## src/rtl/inst_enc_if.sv

```systemverilog
// Request/response bundle for the instruction encoder.
// master drives requests and consumes results; slave is the encoder.
interface inst_enc_if;
  logic        in_valid;
  logic        in_ready;
  logic [4:0]  in_opc5;
  logic [2:0]  in_funct3;
  logic [6:0]  in_funct7;
  logic [4:0]  in_rd;
  logic [4:0]  in_rs1;
  logic [4:0]  in_rs2;
  logic [11:0] in_csr;
  logic [31:0] in_imm;
  logic        out_valid;
  logic        out_ready;
  logic [31:0] out_inst;
  logic        out_err;
  logic [7:0]  err_cnt;

  modport master (
    output in_valid, in_opc5, in_funct3, in_funct7, in_rd, in_rs1, in_rs2,
           in_csr, in_imm, out_ready,
    input  in_ready, out_valid, out_inst, out_err, err_cnt
  );

  modport slave (
    input  in_valid, in_opc5, in_funct3, in_funct7, in_rd, in_rs1, in_rs2,
           in_csr, in_imm, out_ready,
    output in_ready, out_valid, out_inst, out_err, err_cnt
  );
endinterface

```

## src/rtl/inst_enc.sv

```systemverilog
// RV32 instruction encoder: fields + byte-offset immediate -> 32-bit word, 1-cycle latency.
// Results sit in a 2-entry FIFO; in_ready is a registered not-full, so no out_ready->in_ready path.
module inst_enc (
  input  logic       clk,
  input  logic       rst_n,
  inst_enc_if.slave  bus
);
  localparam logic [4:0] OPC_LUI    = 5'b01101;
  localparam logic [4:0] OPC_AUIPC  = 5'b00101;
  localparam logic [4:0] OPC_JAL    = 5'b11011;
  localparam logic [4:0] OPC_JALR   = 5'b11001;
  localparam logic [4:0] OPC_LOAD   = 5'b00000;
  localparam logic [4:0] OPC_ARI_I  = 5'b00100;
  localparam logic [4:0] OPC_STORE  = 5'b01000;
  localparam logic [4:0] OPC_BRANCH = 5'b11000;
  localparam logic [4:0] OPC_ARI_R  = 5'b01100;
  localparam logic [4:0] OPC_SYSTEM = 5'b11100;

  logic [31:0] w_imm;
  logic [4:0]  w_opc;
  logic [2:0]  w_f3;
  logic [31:0] w_inst;
  logic        w_err;
  logic        w_push;
  logic        w_pop;
  logic [1:0]  w_cnt_nxt;

  logic [32:0] r_d0;
  logic [32:0] r_d1;
  logic [1:0]  r_cnt;
  logic        r_in_ready;
  logic        r_out_valid;
  logic [7:0]  r_err_cnt;

  assign w_imm = bus.in_imm;
  assign w_opc = bus.in_opc5;
  assign w_f3  = bus.in_funct3;

  // Fields are always placed even when flagged, so a bad immediate is visibly truncated.
  always_comb begin
    w_inst = 32'h0000_0013;
    w_err  = 1'b1;
    case (w_opc)
      OPC_LUI, OPC_AUIPC: begin
        w_inst = {w_imm[31:12], bus.in_rd, w_opc, 2'b11};
        w_err  = |w_imm[11:0];
      end
      OPC_JAL: begin
        w_inst = {w_imm[20], w_imm[10:1], w_imm[11], w_imm[19:12], bus.in_rd, w_opc, 2'b11};
        w_err  = w_imm[0] | (w_imm[31:21] != {11{w_imm[20]}});
      end
      OPC_JALR, OPC_LOAD, OPC_ARI_I: begin
        if (w_opc == OPC_ARI_I && w_f3[1:0] == 2'b01) begin
          w_inst = {bus.in_funct7, w_imm[4:0], bus.in_rs1, w_f3, bus.in_rd, w_opc, 2'b11};
          w_err  = |w_imm[31:5];
        end else begin
          w_inst = {w_imm[11:0], bus.in_rs1, w_f3, bus.in_rd, w_opc, 2'b11};
          w_err  = (w_imm[31:12] != {20{w_imm[11]}});
        end
      end
      OPC_STORE: begin
        w_inst = {w_imm[11:5], bus.in_rs2, bus.in_rs1, w_f3, w_imm[4:0], w_opc, 2'b11};
        w_err  = (w_imm[31:12] != {20{w_imm[11]}});
      end
      OPC_BRANCH: begin
        w_inst = {w_imm[12], w_imm[10:5], bus.in_rs2, bus.in_rs1, w_f3,
                  w_imm[4:1], w_imm[11], w_opc, 2'b11};
        w_err  = w_imm[0] | (w_imm[31:13] != {19{w_imm[12]}});
      end
      OPC_ARI_R: begin
        w_inst = {bus.in_funct7, bus.in_rs2, bus.in_rs1, w_f3, bus.in_rd, w_opc, 2'b11};
        w_err  = 1'b0;
      end
      OPC_SYSTEM: begin
        w_inst = {bus.in_csr, (w_f3[2] ? w_imm[4:0] : bus.in_rs1), w_f3, bus.in_rd, w_opc, 2'b11};
        w_err  = w_f3[2] & (|w_imm[31:5]);
      end
      default: begin
        w_inst = 32'h0000_0013;
        w_err  = 1'b1;
      end
    endcase
  end

  assign w_push = bus.in_valid & r_in_ready;
  assign w_pop  = r_out_valid & bus.out_ready;

  always_comb begin
    w_cnt_nxt = r_cnt;
    if (w_push && !w_pop) begin
      w_cnt_nxt = r_cnt + 2'd1;
    end else if (!w_push && w_pop) begin
      w_cnt_nxt = r_cnt - 2'd1;
    end
  end

  // r_d0 is the head and drives the outputs directly; r_d1 only holds the second entry.
  always_ff @(posedge clk) begin
    if (!rst_n) begin
      r_d0        <= '0;
      r_d1        <= '0;
      r_cnt       <= 2'd0;
      r_in_ready  <= 1'b1;
      r_out_valid <= 1'b0;
      r_err_cnt   <= 8'd0;
    end else begin
      r_cnt       <= w_cnt_nxt;
      r_in_ready  <= (w_cnt_nxt != 2'd2);
      r_out_valid <= (w_cnt_nxt != 2'd0);
      if (w_push && w_err && r_err_cnt != 8'hFF) begin
        r_err_cnt <= r_err_cnt + 8'd1;
      end
      if (w_pop) begin
        if (w_push && r_cnt == 2'd1) begin
          r_d0 <= {w_err, w_inst};
        end else begin
          r_d0 <= r_d1;
        end
      end else if (w_push) begin
        if (r_cnt == 2'd0) begin
          r_d0 <= {w_err, w_inst};
        end else begin
          r_d1 <= {w_err, w_inst};
        end
      end
    end
  end

  assign bus.in_ready  = r_in_ready;
  assign bus.out_valid = r_out_valid;
  assign bus.out_inst  = r_d0[31:0];
  assign bus.out_err   = r_d0[32];
  assign bus.err_cnt   = r_err_cnt;
endmodule

```

## src/flat_wrapper.sv

```systemverilog
// flat-port wrapper written by rule: the top's interface ports become plain ports
module inst_enc_flat 
  (clk, rst_n, bus_in_valid, bus_in_opc5, bus_in_funct3, bus_in_funct7, bus_in_rd, bus_in_rs1, bus_in_rs2, bus_in_csr, bus_in_imm, bus_out_ready, bus_in_ready, bus_out_valid, bus_out_inst, bus_out_err, bus_err_cnt);
  inst_enc_if bus_i ();
  input  logic clk;
  input  logic rst_n;
  input wire logic [$bits(bus_i.in_valid)-1:0] bus_in_valid;
  input wire logic [$bits(bus_i.in_opc5)-1:0] bus_in_opc5;
  input wire logic [$bits(bus_i.in_funct3)-1:0] bus_in_funct3;
  input wire logic [$bits(bus_i.in_funct7)-1:0] bus_in_funct7;
  input wire logic [$bits(bus_i.in_rd)-1:0] bus_in_rd;
  input wire logic [$bits(bus_i.in_rs1)-1:0] bus_in_rs1;
  input wire logic [$bits(bus_i.in_rs2)-1:0] bus_in_rs2;
  input wire logic [$bits(bus_i.in_csr)-1:0] bus_in_csr;
  input wire logic [$bits(bus_i.in_imm)-1:0] bus_in_imm;
  input wire logic [$bits(bus_i.out_ready)-1:0] bus_out_ready;
  output wire logic [$bits(bus_i.in_ready)-1:0] bus_in_ready;
  output wire logic [$bits(bus_i.out_valid)-1:0] bus_out_valid;
  output wire logic [$bits(bus_i.out_inst)-1:0] bus_out_inst;
  output wire logic [$bits(bus_i.out_err)-1:0] bus_out_err;
  output wire logic [$bits(bus_i.err_cnt)-1:0] bus_err_cnt;
  assign bus_i.in_valid = bus_in_valid;
  assign bus_i.in_opc5 = bus_in_opc5;
  assign bus_i.in_funct3 = bus_in_funct3;
  assign bus_i.in_funct7 = bus_in_funct7;
  assign bus_i.in_rd = bus_in_rd;
  assign bus_i.in_rs1 = bus_in_rs1;
  assign bus_i.in_rs2 = bus_in_rs2;
  assign bus_i.in_csr = bus_in_csr;
  assign bus_i.in_imm = bus_in_imm;
  assign bus_i.out_ready = bus_out_ready;
  assign bus_in_ready = bus_i.in_ready;
  assign bus_out_valid = bus_i.out_valid;
  assign bus_out_inst = bus_i.out_inst;
  assign bus_out_err = bus_i.out_err;
  assign bus_err_cnt = bus_i.err_cnt;
  inst_enc u_core (.clk(clk), .rst_n(rst_n), .bus(bus_i));
endmodule
```

## config.mk

```make
export PLATFORM = sky130hd
export DESIGN_NAME = inst_enc_flat
export DESIGN_NICKNAME = d
export VERILOG_FILES = /design/src/rtl/inst_enc_if.sv /design/src/rtl/inst_enc.sv /design/src/flat_wrapper.sv
export SDC_FILE = /design/constraint.sdc
export NUM_CORES = 1
export LEC_CHECK = 0
export CAP_MARGIN = 20
export CORE_MARGIN = 1
export CORE_UTILIZATION = 53
export DETAILED_ROUTE_END_ITERATION = 10
export DONT_BUFFER_PORTS = 1
export PLACE_DENSITY = 0.78
export SYNTH_ARGS = -nofsm -noshare
export SYNTH_HDL_FRONTEND = slang
export SYNTH_SLANG_ARGS = --single-unit
```

## constraint.sdc

```tcl
create_clock -name clk -period 3.15 [get_ports clk]
set_input_delay 0.1575 -clock clk [delete_from_list [all_inputs] [get_ports clk]]
set_output_delay 0.1575 -clock clk [all_outputs]
set_load 0.01 [all_outputs]
```

==> flow_metrics.py, run 1 <==
metrics = {
    "grt": {
        "first_global_vias": 3480,
        "grtUsageTotal_pct": 28.5,
        "antenna_found_initial": 0,
        "grt_pass1_wl_um": 17000,
        "grt_max_degree": 66,
        "overflow": 0,
    },
    "timing": {
        "setup_viol": 0,
        "finalHoldViolations": 0,
        "fin_skew_ns": 0.0118,
        "min_period_ns": 2.45,
        "whs_ns": 0.0197,
        "period_share_pct": 77.8,
        "max_freq_mhz": 408,
        "fin_setup_tns_ns": 0,
        "worst_pin_slew_ns": 1.11,
        "relSlewSlack_pct": 23.9,
        "final_max_slew_viol_count": 0,
        "rsz0062_at_grt": "false",
    },
    "route": {
        "drt_pre_antenna_iters": 7,
        "drcViolationCount": 0,
        "wl_per_cell_um": 18.8,
        "vias_per_cell": 6.52,
        "antenna_left": 0,
        "vias": 3868,
        "wl_um": 11100,
        "dr.first_iter.drc_count": 332,
    },
    "synth": {
        "synth_warnings": 0,
        "synth_seq_cells": 76,
        "synthSimpleGateAreaFrac_pct": 23.4,
        "synth_xor_xnor_area_share_pct": 0.439,
        "synth_mux_area_share_pct": 1.29,
        "ys_seq_area_share_pct": 38.1,
        "yosys.cell_types.count": 66,
        "synth_fa_ha_area_share_pct": 1.25,
        "synth-compound-area-share_pct": 30.4,
        "mappedNetlistArea_um2": 3990,
        "syn-instance-count": 508,
        "syn_nets": 590,
        "syn_area_per_cell_um2": 7.85,
        "synth_top_area_share_pct": 38.1,
        "yosys.area.top_type": "dfxtp_1",
        "synth_edf_count": 0,
        "synth.top_cells.by_area": "dfxtp_1 38%, nor2_1 9.1%, a211oi_1 8.3%",
        "synth_top_family_by_area": "compound AO/OA/AOI/OAI gates",
        "async_flop_share_pct": 0,
        "synth_flop_cell": "dfxtp_1",
    },
    "placed_design": {
        "dpl.hpwl_um": 8070,
        "portBuffers": 0,
        "place_congestion": 0.989,
    },
    "pwr": {
        "swShare_pct": 34.4,
        "switchingPower_uw": 1180,
        "power_frac_clock_pct": 29.2,
        "power_density_nw_per_um2": 789,
        "leakage_uw": 0.00155,
        "p_seq_share_pct": 42.3,
        "power.total_uw": 3430,
        "peakVddDrop_uv": 289,
        "p_int_uw": 2250,
        "p_comb_share_pct": 28.5,
    },
    "die": {
        "rows": 31,
        "initial_core_util_pct": 55.0,
        "coreArea_um2": 7250,
        "dieHeight_um": 88.8,
        "die_area_um2": 7880,
        "fp.dieW_um": 88.8,
        "pin_count": 121,
    },
    "final_layout": {
        "final_core_utilization_pct": 60.0,
        "drive_gt1_share_pct": 7.49,
        "layout_common_cells": "96 x nor2_1, 76 x dfxtp_1, 44 x a211oi_1",
        "finalNetCount": 572,
        "antenna_cells": 0,
        "area_growth_pct": 9.03,
        "final_common_cell": "nor2_1",
        "fillers": 645,
    },
    "clocking": {
        "cts_buffer_depth": 2,
        "numCtsBuffers": 9,
        "clock-root-buffer": "clkbuf_8",
        "cts_tree": "done",
        "clkSinkCount": 76,
        "cts_max_level": 3,
        "path_clk_slew_ns": 0.08,
        "clk-insertion-delay-late_ns": 0.36,
    },
    "hold_path": {
        "hold_class": "input pin to register",
        "hold_path_startpoint": "rst_n",
    },
    "worst_setup_path": {
        "rr_startpoint": "u_core.bus.in_ready",
        "crit_start": "bus_in_imm[25]",
        "required_ns": 3.40,
        "regToRegSetupSlack_ns": 1.10,
        "cp-end-kind": "register",
        "critPathKind": "input pin to register",
        "arrival_ns": 2.70,
        "cp-start-kind": "input pin",
        "critPathMaxFanout": 13,
    },
    "run": {
        "cap_violations": 0,
    },
    "status": {
        "outcome": "complete, no violations",
    },
}
## critical path: stages
cell and delay [ns]:
or4_1 0.53, or3_4 0.41, or4_1 0.48, o211a_2 0.17
a211oi_4 0.57, a211oi_1 0.16, a31o_1 0.21
## layout make-up
cell class / instances / area [um2] / share of cell area [%]
clock inverter: 4 / 120 / 2.76
tap: 99 / 124 / 2.85
multi-input combinational: 382 / 2270 / 52.3
inverter: 10 / 37.5 / 0.863
timing repair buffer: 11 / 120 / 2.76
clock buffer: 11 / 151 / 3.48
sequential: 76 / 1520 / 35.0
## layer usage
| layer | track usage, % | part of all wire, % | vias up |
|---|---|---|---|
| met3 | 8.86 | 9.9 | 32 |
| met2 | 45.1 | 46 | 207 |
| li1 | - | - | 1852 |
| met4 | 12.6 | 3.5 | 0 |
| met5 | 0 | 0 | - |
| met1 | 35.7 | 41 | 1777 |
## power groups by stage
stage	clock network (uW)	registers [uW]	logic (uW)
after floorplan	0	1420	779
after detailed placement	0	1480	928
after CTS	1010	1450	934
after global routing	1040	1490	1110
final	1000	1450	979
after global placement	0	1460	893
## sequential cells by signal, summed over array words and instances, names as in the netlist
signal	flops
u_core.r_d0	32
u_core.r_d1	32
u_core.bus.err_cnt	8
u_core.r_cnt	2
u_core.bus.in_ready	1
u_core.bus.out_valid	1
## worst paths after layout
kind,to,cells after the start
hold / removal,u_core.r_d0[19],2
setup reg to reg,u_core.r_d1[26],6
hold reg to reg,u_core.r_d1[5],2
setup / recovery,u_core.r_d0[32],7
## per-stage QoR
step	setup WS [ns]	cell area (um2)	std cells
final	0.701	4350	593
after global routing	0.636	4350	593
after CTS	0.739	4290	590
after detailed placement	0.370	4010	574
after global placement	0.418	4010	574
after floorplan	0.675	3990	508
## timing repair
action | 4_1_cts | 5_1_grt
buffers inserted | 0 | 0
hold endpoints to repair | 12 | 1
hold buffers | 1 | 1
gates resized for setup | 0 | 0
endpoints found under the setup margin | 0 | 0
## synth_stat cells, types with 6 or more instances
| master | count |
|---|---|
| a22o_1 | 6 |
| clkbuf_1 | 36 |
| a222oi_1 | 8 |
| inv_1 | 10 |
| nor3_1 | 12 |
| dfxtp_1 | 76 |
| nand2_1 | 36 |
| nor4_1 | 6 |
| nor2_1 | 97 |
| nand2b_1 | 6 |
| o21ai_0 | 13 |
| a22oi_1 | 10 |
| a221oi_1 | 6 |
| a21oi_1 | 43 |
| a211oi_1 | 44 |
| a211o_1 | 6 |
| nand3_1 | 8 |
## cell families after synthesis
kind of cell    Yosys count
compound gates          171
xor+xnor                  2
fa+ha+maj                 4
buf+inv                  50
flops                    76
mux                       5
simple gates            200
No activity file was read; power rests on OpenSTA's default activity.
==> inputs of run 2 (changes only) <==
==> constraint.sdc (replaced) <==
create_clock -name clk -period 2.4 [get_ports clk]
set_input_delay 0.12 -clock clk [delete_from_list [all_inputs] [get_ports clk]]
set_output_delay 0.12 -clock clk [all_outputs]
set_load 0.01 [all_outputs]
==> flow_metrics.py, run 2 (same netlist as run 1, synthesis figures left out) <==
metrics = {
    "final_layout": {
        "antenna_cells": 0,
        "drive_gt1_share_pct": 8.03,
        "area_growth_pct": 6.87,
        "final_common_cell": "nor2_1",
        "layout_common_cells": "96 x nor2_1, 76 x dfxtp_1, 44 x a211oi_1",
        "finalNonFillerCells": 597,
        "fin_area_um2": 4260,
        "finalNetCount": 577,
    },
    "clocking": {
        "clk-insertion-delay-late_ns": 0.35,
        "clock-root-buffer": "clkbuf_8",
        "cts_max_level": 3,
        "cts_tree": "done",
        "cts_buffer_depth": 2,
        "path_clk_slew_ns": 0.08,
        "numCtsBuffers": 9,
        "clkSinkCount": 76,
        "cts-resized-gates": 0,
    },
    "worst_setup_path": {
        "crit_chain": "or4_1, or3_4, or4_1, o211a_2, a211oi_4, buf_12, o31a_1, o21a_1",
        "cp-end-kind": "register",
        "critPathMaxFanout": 11,
        "cpMostUsedCell": "or4_1",
        "critPathKind": "input pin to register",
        "arrival_ns": 2.47,
        "cp-start-kind": "input pin",
        "critPathSlowestCell": "or4_1",
        "worst-path-buf-inv": 1,
        "regToRegSetupSlack_ns": 0.48,
        "required_ns": 2.70,
        "critPathTopFamily": "simple AND/OR/NAND/NOR gates",
        "worst_path_largest_cell_delay_ns": 0.55,
    },
    "die": {
        "rows": 31,
        "die_area_um2": 7880,
        "coreArea_um2": 7250,
        "dieHeight_um": 88.8,
        "fp.dieW_um": 88.8,
        "pin_count": 121,
        "initial_core_util_pct": 55.0,
    },
    "timing": {
        "max_freq_mhz": 460,
        "fin_setup_tns_ns": 0,
        "final_max_slew_viol_count": 0,
        "fin_skew_ns": 0.00905,
        "period_share_pct": 90.5,
        "finalHoldViolations": 0,
        "min_period_ns": 2.17,
        "setup_viol": 0,
        "relSlewSlack_pct": 52.2,
        "rsz0062_at_grt": "false",
        "worst_pin_slew_ns": 0.699,
    },
    "run": {
        "cap_violations": 0,
    },
    "status": {
        "outcome": "complete, no violations",
    },
    "route": {
        "vias_per_cell": 6.34,
        "dr.first_iter.drc_count": 229,
        "drt_pre_antenna_iters": 5,
        "wl_um": 11300,
        "wl_per_cell_um": 18.9,
        "vias": 3786,
        "drcViolationCount": 0,
        "antenna_left": 0,
    },
    "grt": {
        "overflow": 0,
        "first_global_vias": 3520,
        "grt_pass1_wl_um": 17400,
        "antenna_found_initial": 0,
        "grt_max_degree": 58,
        "grtUsageTotal_pct": 29.3,
    },
    "placed_design": {
        "place_congestion": 0.927,
        "postPlaceCellArea_um2": 4100,
        "dpl.cell_count": 582,
        "portBuffers": 0,
        "dpl.hpwl_um": 8390,
    },
    "pwr": {
        "peakVddDrop_uv": 308,
        "leakage_uw": 0.00151,
        "power_density_nw_per_um2": 938,
    },
    "hold_path": {
        "hold_class": "input pin to register",
    },
}
## run 2: final timing paths
path / from / endpoint / cells past startpoint
max: bus_in_imm[25] / u_core.bus.err_cnt[5] / 8
min: bus_in_opc5[3] / u_core.r_d1[5] / 3
max reg2reg: u_core.bus.in_ready / u_core.r_d0[26] / 6
min reg2reg: u_core.r_d1[1] / u_core.r_d1[1] / 2
## run 2: per-stage QoR
stage                     utilization [%]  power, uW  setup WS, ns  hold WS [ns]
final                                58.8       4000         0.228        0.0866
after floorplan                         -       2880        0.0143         0.270
after detailed placement             56.5       3170        -0.130         0.266
after global routing                 58.8       4270         0.159         0.119
after global placement               56.5       3110       -0.0669         0.244
after CTS                            58.8       4000         0.244        0.0809
## run 2: final cells by class
| cell class | instances | area [um2] |
|---|---|---|
| flip-flops and latches | 76 | 1520 |
| clock buffers | 12 | 145 |
| well taps | 99 | 124 |
| inverters | 10 | 37.5 |
| fillers | 676 | 2990 |
| repair buffers | 16 | 148 |
| multi-input cells | 382 | 2270 |
| clock inverters | 2 | 12.5 |
## run 2: tightest hold or removal path, stage by stage
cell and delay [ns]:
and2_1 0.14, nand2_1 0.07, a21oi_1 0.06
## run 2: repair_timing
action / 4_1_cts / 5_1_grt
endpoints found under the setup margin: 0 / 0
hold buffers: 1 / 0
endpoints found under the hold margin: 12 / 0
setup buffers: 0 / 0
## run 2: power breakdown
part | internal [uW] | switching, uW | leakage, uW | total, uW
clock | 391 | 448 | 0.0000783 | 839
combinational | 476 | 785 | 0.000814 | 1260
sequential | 1610 | 289 | 0.000621 | 1900
total | 2480 | 1520 | 0.00151 | 4000
## run 2: routing by layer
metal / wire (um) / global-route usage (%) / share of wire, %
met3: 959 / 7.46 / 8.5
met5: 0 / 0 / 0
met4: 291 / 14.2 / 2.6
met2: 5130 / 44.5 / 45
met1: 4890 / 38.8 / 43
==> inputs of run 3 (changes only) <==
--- a/config.mk
+++ b/config.mk
@@ -6,6 +6,7 @@
 export NUM_CORES = 1
 export LEC_CHECK = 0
 export CAP_MARGIN = 20
+export CORE_ASPECT_RATIO = 0.7
 export CORE_MARGIN = 1
 export CORE_UTILIZATION = 53
 export DETAILED_ROUTE_END_ITERATION = 10
==> flow_metrics.py, run 3 (same netlist as run 1, synthesis figures left out) <==
metrics = {
    "pwr": {
        "power_density_nw_per_um2": 1000,
        "p_comb_share_pct": 30.8,
        "swShare_pct": 37.2,
        "p_int_uw": 2750,
        "power_frac_clock_pct": 25.9,
        "p_seq_share_pct": 43.3,
        "peakVddDrop_uv": 492,
        "leakage_uw": 0.00156,
        "switchingPower_uw": 1630,
    },
    "grt": {
        "grtUsageTotal_pct": 29.5,
        "grt_pass1_wl_um": 17500,
        "first_global_vias": 3358,
        "antenna_found_initial": 0,
        "grt_max_degree": 49,
        "overflow": 0,
    },
    "worst_setup_path": {
        "arrival_ns": 2.43,
        "cp-start-kind": "register",
        "cp-end-kind": "register",
        "worstRegToRegCells": 7,
        "critPathKind": "register to register",
        "critPathMaxFanout": 16,
        "reg2reg_to": "u_core.r_d0[24]",
        "required_ns": 2.70,
        "rr_startpoint": "u_core.bus.in_ready",
        "regToRegSetupSlack_ns": 0.27,
        "crit_start": "u_core.bus.in_ready",
    },
    "timing": {
        "relSlewSlack_pct": 54.8,
        "final_max_slew_viol_count": 0,
        "fin_setup_tns_ns": 0,
        "max_freq_mhz": 469,
        "setup_viol": 0,
        "fin_ws_ns": 0.270,
        "fin_skew_ns": 0.0107,
        "period_share_pct": 88.8,
        "worst_pin_slew_ns": 0.678,
        "finalHoldViolations": 0,
        "rsz0062_at_grt": "false",
        "whs_ns": 0.0303,
        "min_period_ns": 2.13,
    },
    "clocking": {
        "cts_setup_buffers": 0,
        "numCtsBuffers": 9,
        "clkSinkCount": 76,
        "cts_tree": "done",
        "cts_buffer_depth": 2,
        "clk-insertion-delay-late_ns": 0.35,
        "clock-root-buffer": "clkbuf_8",
        "path_clk_slew_ns": 0.09,
        "cts_max_level": 3,
    },
    "placed_design": {
        "portBuffers": 0,
        "place_congestion": 0.977,
        "place_ws_ns": -0.0488,
        "dpl.cell_count": 584,
        "dpl.hpwl_um": 8960,
    },
    "die": {
        "die_area_um2": 7880,
        "fp.dieW_um": 106,
        "initial_core_util_pct": 54.7,
        "coreArea_um2": 7290,
        "rows": 26,
        "pin_count": 121,
        "dieHeight_um": 74.6,
    },
    "hold_path": {
        "holdPathEnd": "u_core.r_d0[19]",
        "hold_class": "input pin to register",
        "hold_depth": 2,
        "hold_path_startpoint": "rst_n",
    },
    "route": {
        "dr.first_iter.drc_count": 305,
        "antenna_left": 0,
        "vias": 3891,
        "drcViolationCount": 0,
        "vias_per_cell": 6.47,
        "wl_per_cell_um": 19.8,
        "drt_pre_antenna_iters": 5,
        "wl_um": 11900,
    },
    "final_layout": {
        "area_growth_pct": 9.60,
        "layout_common_cells": "96 x nor2_1, 76 x dfxtp_1, 44 x a211oi_1",
        "final_core_utilization_pct": 60.0,
        "finalNetCount": 580,
        "antenna_cells": 0,
        "finalNonFillerCells": 601,
        "drive_gt1_share_pct": 9.34,
        "final_common_cell": "nor2_1",
    },
    "run": {
        "cap_violations": 0,
    },
    "status": {
        "outcome": "complete, no violations",
    },
}
run 3: stage by stage:
stage / cell area [um2] / power, uW
floorplan: 3990 / 2880
global placement: 4130 / 3200
detailed placement: 4130 / 3250
CTS: 4370 / 4380
global route: 4370 / 4660
finish: 4370 / 4380
run 3: final cells by class:
| class | instances | area (um2) |
|---|---|---|
| fillers | 673 | 2920 |
| multi-input cells | 382 | 2270 |
| flip-flops and latches | 76 | 1520 |
| repair buffers | 19 | 183 |
| clock buffers | 10 | 138 |
| well taps | 98 | 123 |
| clock inverters | 6 | 95.1 |
| inverters | 10 | 37.5 |
run 3: worst max-delay path by stage:
stage | end | slack, ns | cells after the start
after floorplan | u_core.r_d0[32] | 0.01 | 8
after global placement | u_core.bus.err_cnt[6] | -0.04 | 8
after detailed placement | u_core.bus.err_cnt[6] | -0.05 | 8
after CTS | u_core.r_d0[24] | 0.29 | 7
after global routing | u_core.r_d0[24] | 0.13 | 7
final | u_core.r_d0[24] | 0.27 | 7
run 3: power groups by stage:
stage | sequential (uW) | clock, uW | combinational [uW]
floorplan | 1860 | 0 | 1020
global placement | 1910 | 0 | 1290
detailed placement | 1930 | 0 | 1320
CTS | 1900 | 1150 | 1330
global route | 1950 | 1210 | 1500
finish | 1900 | 1140 | 1350
run 3: timing repair:
item                                   CTS  global route
gates resized for setup                  0             0
hold buffers                             1             0
endpoints found under the hold margin   12             0
run 3: per-layer routing:
metal / part of all wire, % / vias to the layer above / GRT usage [%]
li1: - / 1864 / -
met3: 9.7 / 31 / 10.8
met1: 44 / 1817 / 38.2
met5: 0 / - / 0
met2: 44 / 179 / 44.5
met4: 2.5 / 0 / 13.0
run 3: worst max-delay path: stages, from the launching register on:
cell	delay, ns
dfxtp_1	0.38
and2_1	0.40
nand2_1	0.12
and2_1	0.40
buf_4	0.31
a211oi_1	0.31
a21oi_1	0.07
nor2_1	0.09
